File: config.mk
export PLATFORM = sky130hd
export DESIGN_NAME = race_min_n
export DESIGN_NICKNAME = d
export VERILOG_FILES = /design/src/rtl/race_pkg.sv /design/src/rtl/race_gamma_timer.sv /design/src/rtl/race_min_n.sv
export SDC_FILE = /design/constraint.sdc
export NUM_CORES = 1
export LEC_CHECK = 0
export CORE_MARGIN = 2
export CORE_UTILIZATION = 30
export CTS_CLUSTER_DIAMETER = 150
export DETAILED_ROUTE_END_ITERATION = 10
export GPL_TIMING_DRIVEN = 0
export PLACE_DENSITY = 0.53
export SYNTH_ARGS = -nofsm -noshare
export SYNTH_HDL_FRONTEND = slang
export SYNTH_HIERARCHICAL = 1
export SYNTH_SLANG_ARGS = --single-unit
File: constraint.sdc
create_clock -name aclk -period 2.2 [get_ports aclk]
set_input_delay 0.22 -clock aclk [delete_from_list [all_inputs] [get_ports aclk]]
set_output_delay 0.22 -clock aclk [all_outputs]
set_load 0.005 [all_outputs]
File: src/rtl/race_pkg.sv
// Shared types and helpers for race-logic (temporal) cells.
package race_pkg;

    typedef enum logic [1:0] {
        RM_IDLE,
        RM_ARMED,
        RM_FIRED
    } race_min_state_t;

    localparam logic POL_RISE = 1'b0;
    localparam logic POL_FALL = 1'b1;

    // All-ones code meaning "never arrived".
    function automatic logic [63:0] time_inf(input int unsigned tw);
        return (64'd1 << tw) - 64'd1;
    endfunction

    function automatic int unsigned lowest_set_idx(input logic [63:0] v);
        int unsigned idx;
        idx = 0;
        for (int i = 63; i >= 0; i--) begin
            if (v[i]) idx = unsigned'(i);
        end
        return idx;
    endfunction

endpackage

File: src/rtl/race_gamma_timer.sv
// Gamma-window counter: clear has priority over enable, flags terminal count.
module race_gamma_timer #(
    parameter int TW = 8,
    parameter int TC = 15
) (
    input  logic          clk_i,
    input  logic          rst_i,
    input  logic          clr_i,
    input  logic          en_i,
    output logic [TW-1:0] cnt_o,
    output logic          tc_o
);

    logic [TW-1:0] cnt_q;
    logic [TW-1:0] cnt_d;

    always_comb begin
        cnt_d = cnt_q;
        if (clr_i) begin
            cnt_d = '0;
        end else if (en_i) begin
            cnt_d = cnt_q + 1'b1;
        end
    end

    always_ff @(posedge clk_i) begin
        if (rst_i) begin
            cnt_q <= '0;
        end else begin
            cnt_q <= cnt_d;
        end
    end

    assign cnt_o = cnt_q;
    assign tc_o  = (cnt_q == TW'(TC));

endmodule

File: src/rtl/race_min_n.sv
// N-input first-arrival (min) cell for race logic, windowed by gamma_start.
module race_min_n
    import race_pkg::*;
#(
    parameter int N         = 4,
    parameter int TW        = 8,
    parameter int GAMMA_LEN = 16,
    parameter int POLARITY  = 0,
    localparam int IDXW     = (N > 2) ? $clog2(N) : 1
) (
    input  logic            aclk,
    input  logic            grst,
    input  logic            gamma_start,
    input  logic [N-1:0]    in,
    output logic            y,
    output logic [TW-1:0]   y_time,
    output logic [IDXW-1:0] win_idx,
    output logic [N-1:0]    tie_mask,
    output logic            win_valid,
    output logic            done
);

    if (N < 2 || GAMMA_LEN < 2 || GAMMA_LEN - 1 >= (2 ** TW) - 1) begin : g_bad_cfg
        $error("race_min_n: N/GAMMA_LEN/TW configuration out of range");
    end

    localparam logic          POL = (POLARITY != 0) ? POL_FALL : POL_RISE;
    localparam logic [TW-1:0] INF = TW'(time_inf(TW));

    race_min_state_t  state_q;
    logic             y_q;
    logic [TW-1:0]    y_time_q;
    logic [IDXW-1:0]  win_idx_q;
    logic [N-1:0]     tie_mask_q;
    logic             win_valid_q;
    logic             done_q;

    logic [N-1:0]    act_d;
    logic [IDXW-1:0] first_d;
    logic [TW-1:0]   timer;
    logic            tc;
    logic            run;

    assign act_d   = in ^ {N{POL}};
    assign first_d = IDXW'(lowest_set_idx(64'(act_d)));
    assign run     = (state_q != RM_IDLE);

    race_gamma_timer #(
        .TW (TW),
        .TC (GAMMA_LEN - 1)
    ) u_timer (
        .clk_i (aclk),
        .rst_i (grst),
        .clr_i (gamma_start | ~run | tc),
        .en_i  (run),
        .cnt_o (timer),
        .tc_o  (tc)
    );

    always_ff @(posedge aclk) begin
        if (grst) begin
            state_q     <= RM_IDLE;
            y_q         <= POL;
            y_time_q    <= INF;
            win_idx_q   <= '0;
            tie_mask_q  <= '0;
            win_valid_q <= 1'b0;
            done_q      <= 1'b0;
        end else begin
            done_q <= 1'b0;
            if (gamma_start) begin
                // A new window pre-empts capture and window end alike.
                state_q     <= RM_ARMED;
                y_q         <= POL;
                y_time_q    <= INF;
                win_idx_q   <= '0;
                tie_mask_q  <= '0;
                win_valid_q <= 1'b0;
            end else begin
                unique case (state_q)
                    RM_ARMED: begin
                        if (act_d != '0) begin
                            state_q     <= RM_FIRED;
                            y_q         <= ~POL;
                            y_time_q    <= timer;
                            win_idx_q   <= first_d;
                            tie_mask_q  <= act_d;
                            win_valid_q <= 1'b1;
                        end
                        if (tc) begin
                            state_q <= RM_IDLE;
                            y_q     <= POL;
                            done_q  <= 1'b1;
                        end
                    end
                    RM_FIRED: begin
                        if (tc) begin
                            state_q <= RM_IDLE;
                            y_q     <= POL;
                            done_q  <= 1'b1;
                        end
                    end
                    default: state_q <= RM_IDLE;
                endcase
            end
        end
    end

    assign y         = y_q;
    assign y_time    = y_time_q;
    assign win_idx   = win_idx_q;
    assign tie_mask  = tie_mask_q;
    assign win_valid = win_valid_q;
    assign done      = done_q;

endmodule

==> impl_metrics.py, run 1 <==
metrics = {
    "layout": {
        "net_total_in_the_final_layout": 169,
        "antenna_cells": 0,
        "ratio_of_cells_with_drive_above_1_in_the_final_layout_pct": 8.28,
        "design_area_um2": 1480,
        "flow.area_growth_from_synthesis_pct": 30.2,
    },
    "power": {
        "totalPowerFinal_mw": 0.885,
        "p_sw_mw": 0.215,
        "power.share.combinational_pct": 10.2,
        "peakVddDrop_mv": 0.207,
        "power.share.switching_pct": 24.3,
        "power_density_nw_per_um2": 599,
        "power.static_leakage_nw": 0.546,
        "power.clock.fraction_pct": 33.1,
        "sequentialPowerShare_pct": 56.8,
        "cell_internal_pwr_mw": 0.670,
    },
    "run_status": {
        "outcome": "finished clean",
    },
    "die": {
        "die_width_um": 65.5,
        "floorplan.rows": 22,
        "fp.dieH_um": 65.5,
        "initial_core_util_pct": 31.0,
        "fp.dieArea_um2": 4300,
        "ioPinCount": 24,
        "floorplan.core_area_um2": 3660,
    },
    "setup_path": {
        "timing.critical_path.required_ps": 2370,
        "criticalPathCategory": "flop to flop",
        "cp-end-kind": "flop",
        "cp_slowest_cell": "dfxtp_1",
        "cpPeakStageDelay_ps": 420,
        "cp_max_fo": 8,
        "critPathArrivalTime_ps": 2130,
        "timing.critical_path.cells": "ha_1, nand4b_1, nor4_2, or3_1, or2_2, clkbuf_1, nor2_1",
        "crit_path_start_kind": "flop",
    },
    "sta": {
        "max_freq_ghz": 0.509,
        "clock-skew-final_ps": 5.00,
        "finalSetupTns_ps": 0,
        "finalWorstPathRequiredPeriod_ps": 1960,
        "rsz_0062_raised_after_global_routing": "false",
        "timing.hold.ws_ps": 452,
        "finalSetupViolCount": 0,
        "tightest_slew_ps": 484,
        "max_slew_margin_pct": 67.5,
        "timing.final.crit_share_pct": 89.2,
        "maxSlewViolCount": 0,
        "finalHoldViolCount": 0,
    },
    "synthesis": {
        "dominantRegCellSynth": "dfxtp_1",
        "synth-edff-count": 0,
        "avg_inst_size_synth_um2": 8.74,
        "synth_warnings": 6,
        "mappedNetlistArea_um2": 1140,
        "ys_async_sr_fraction_pct": 0,
        "synth_largest_type_area_fraction_pct": 47.6,
        "synth_nets": 141,
        "synth_sequential_area_ratio_pct": 47.6,
        "synth_cells": 130,
        "netlist.top_cell.by_area": "dfxtp_1",
        "ys_seq_elements": 27,
        "ranking_of_synthesized_cells_by_area": "dfxtp_1, nand2_1, nor2_1",
        "netlist-cell-type-count": 28,
    },
    "drt": {
        "first_iter_violations": 57,
        "drt-pass1-iter-count": 4,
        "detailroute.via_count": 997,
        "finalWirelength_um": 2510,
        "vias_per_cell": 4.86,
        "post_drt_wl_per_cell_um": 12.3,
        "drtAntennaViolNets": 0,
        "drcViolationCount": 0,
    },
    "clock_network": {
        "cts_num_sinks": 27,
        "cts-root-buf": "clkbuf_8",
        "clock_pin_slew_on_the_worst_setup_and_hold_paths_ps": 100,
        "cts_tree": "built",
        "clock_insertion_delay_worst_skew_ps": 280,
        "clock_tree.buffer_depth": 2,
        "htree_levels": 1,
        "post-cts-setup-buffers": 0,
        "cts-buffers-inserted": 3,
    },
    "place": {
        "detailed_place.area_um2": 1430,
        "place_hpwl_um": 1850,
        "gpl.final_weighted_congestion": 0.736,
        "buffer_ports.inserted": 23,
    },
    "global_routing": {
        "first_global_vias": 960,
        "grt_overflow": 0,
        "grt_pass1_wl_um": 4380,
        "grt_start_max_net_pins": 16,
        "global_route.usage.total_pct": 13.3,
        "grt_antenna_before_repair": 0,
    },
    "hold_path": {
        "min_path_type": "flop to flop",
    },
    "run": {
        "drv_cap": 0,
    },
}
==> power by group through the flow <==
| stage | Sequential (mW) | Combinational (mW) | Clock [mW] |
|---|---|---|---|
| after floorplan | 0.514 | 0.0470 | 0 |
| after global placement | 0.513 | 0.0893 | 0 |
| after detailed placement | 0.514 | 0.0899 | 0 |
| after CTS | 0.503 | 0.0905 | 0.300 |
| after global routing | 0.504 | 0.0995 | 0.322 |
| final | 0.503 | 0.0901 | 0.293 |
==> flip-flops by register name, indices dropped and copies added, names as in the netlist <==
register	cells
win_valid	1
y	1
y_time	8
tie_mask	4
done	1
state_q	2
u_timer/cnt_o	8
win_idx	2
==> cell usage in the layout (no fill, tap or decap), types with 5 or more instances in the layout <==
master	instances
o21ai_0	8
nand3_1	10
clkdlybuf4s50_1	23
a22oi_1	5
a21oi_1	5
dfxtp_1	27
nor2_1	15
inv_1	5
nand2_1	19
==> synthesized netlist by cell type, drive strengths merged, types with 3 or more instances <==
cell type / count
or3: 4
o21ai: 8
dfxtp: 27
nand4: 3
xor2: 3
a22oi: 5
nand3: 10
clkbuf: 3
a21oi: 5
nor2: 15
ha: 4
buf: 4
nand2: 19
inv: 5
==> repair_timing <==
item,in CTS,in global routing
gates resized for setup,0,1
endpoints found under the setup margin,0,8
hold buffers,0,0
==> routing by layer <==
metal | vias to the layer above | share of wire (%) | track usage (%)
li1 | 506 | - | -
met1 | 468 | 47 | 16.5
met2 | 19 | 48 | 22.1
met3 | 4 | 2.9 | 2.05
met4 | 0 | 1.9 | 7.03
met5 | - | 0 | 0
==> cell type report <==
| class | count | area (um^2) |
|---|---|---|
| Sequential cell | 27 | 541 |
| Clock inverter | 1 | 5.00 |
| Clock buffer | 3 | 41.3 |
| Buffer | 7 | 43.8 |
| Tap cell | 48 | 60.1 |
| Inverter | 5 | 18.8 |
| Timing Repair Buffer | 23 | 230 |
| Multi-Input combinational cell | 91 | 539 |
| Fill cell | 382 | 2180 |
==> metrics by stage <==
| stage | setup slack (ps) | cells | utilization [%] |
|---|---|---|---|
| final | 237 | 205 | 40.4 |
| after global routing | 47.8 | 205 | 40.4 |
| after CTS | 22.4 | 205 | 40.2 |
| after detailed placement | 81.9 | 201 | 39.0 |
| after global placement | 175 | 201 | 39.0 |
| after floorplan | 509 | 130 | - |
==> logic make-up (layout without fill, tap and decap cells) <==
group,after synthesis,count (layout),share of synthesized area [%]
XOR/XNOR,4,4,3.08
adder cells (fa/ha/maj),4,4,4.41
buffers and inverters,12,39,5.51
AND/OR/NAND/NOR,58,58,24.0
flip-flops,27,27,47.6
AO/OA/AOI/OAI,24,24,14.5
multiplexers,1,1,0.881
==> critical path: cells and delay by family, from the launching register on <==
kind                       cells  cell delay [ps]
adders and majority gates      1              250
buffers and inverters          1              290
DFF                            1              420
and+or+nand+nor                5              890
==> worst paths after layout <==
check,startpoint,endpoint,slack [ps],cells past startpoint
worst max register to register,u_timer/cnt_o[0],u_timer/cnt_o[1],240,7
worst max-delay path,u_timer/cnt_o[0],u_timer/cnt_o[1],240,7
worst min register to register,win_idx[1],win_idx[1],450,2
worst min-delay path,win_idx[1],win_idx[1],450,2
Note: power is estimated with default switching activity, not from simulation.
==> run 2: changes to the inputs <==
==> constraint.sdc (replaced) <==
create_clock -name aclk -period 2.2 [get_ports aclk]
set_input_delay 0.22 -clock aclk [delete_from_list [all_inputs] [get_ports aclk]]
set_output_delay 0.22 -clock aclk [all_outputs]
set_load 0.1 [all_outputs]
==> results of run 2 <==
The final DEF is identical to that of run 1. Status: finished clean.
Among the figures that moved: clock-pin slew on the worst setup and hold paths 100 ps -> 90 ps; setup slack after layout 237 ps -> 193 ps; start point of the critical path u_timer/cnt_o[0] -> win_idx[0]; end point of the critical path u_timer/cnt_o[1] -> win_idx[0]; total power 0.885 mW -> 0.938 mW; worst IR drop on VDD 0.207 mV -> 0.208 mV
==> run 3: changes to the inputs <==
--- a/config.mk
+++ b/config.mk
@@ -11,6 +11,7 @@
 export DETAILED_ROUTE_END_ITERATION = 10
 export GPL_TIMING_DRIVEN = 0
 export PLACE_DENSITY = 0.53
+export SLEW_MARGIN = 20
 export SYNTH_ARGS = -nofsm -noshare
 export SYNTH_HDL_FRONTEND = slang
 export SYNTH_HIERARCHICAL = 1
==> results of run 3 <==
The final DEF is identical to that of run 1. Status: finished clean.
Among the figures that moved: clock-pin slew on the worst setup and hold paths 100 ps -> 90 ps; setup slack after layout 237 ps -> 193 ps; start point of the critical path u_timer/cnt_o[0] -> win_idx[0]; end point of the critical path u_timer/cnt_o[1] -> win_idx[0]; total power 0.885 mW -> 0.938 mW; worst IR drop on VDD 0.207 mV -> 0.208 mV
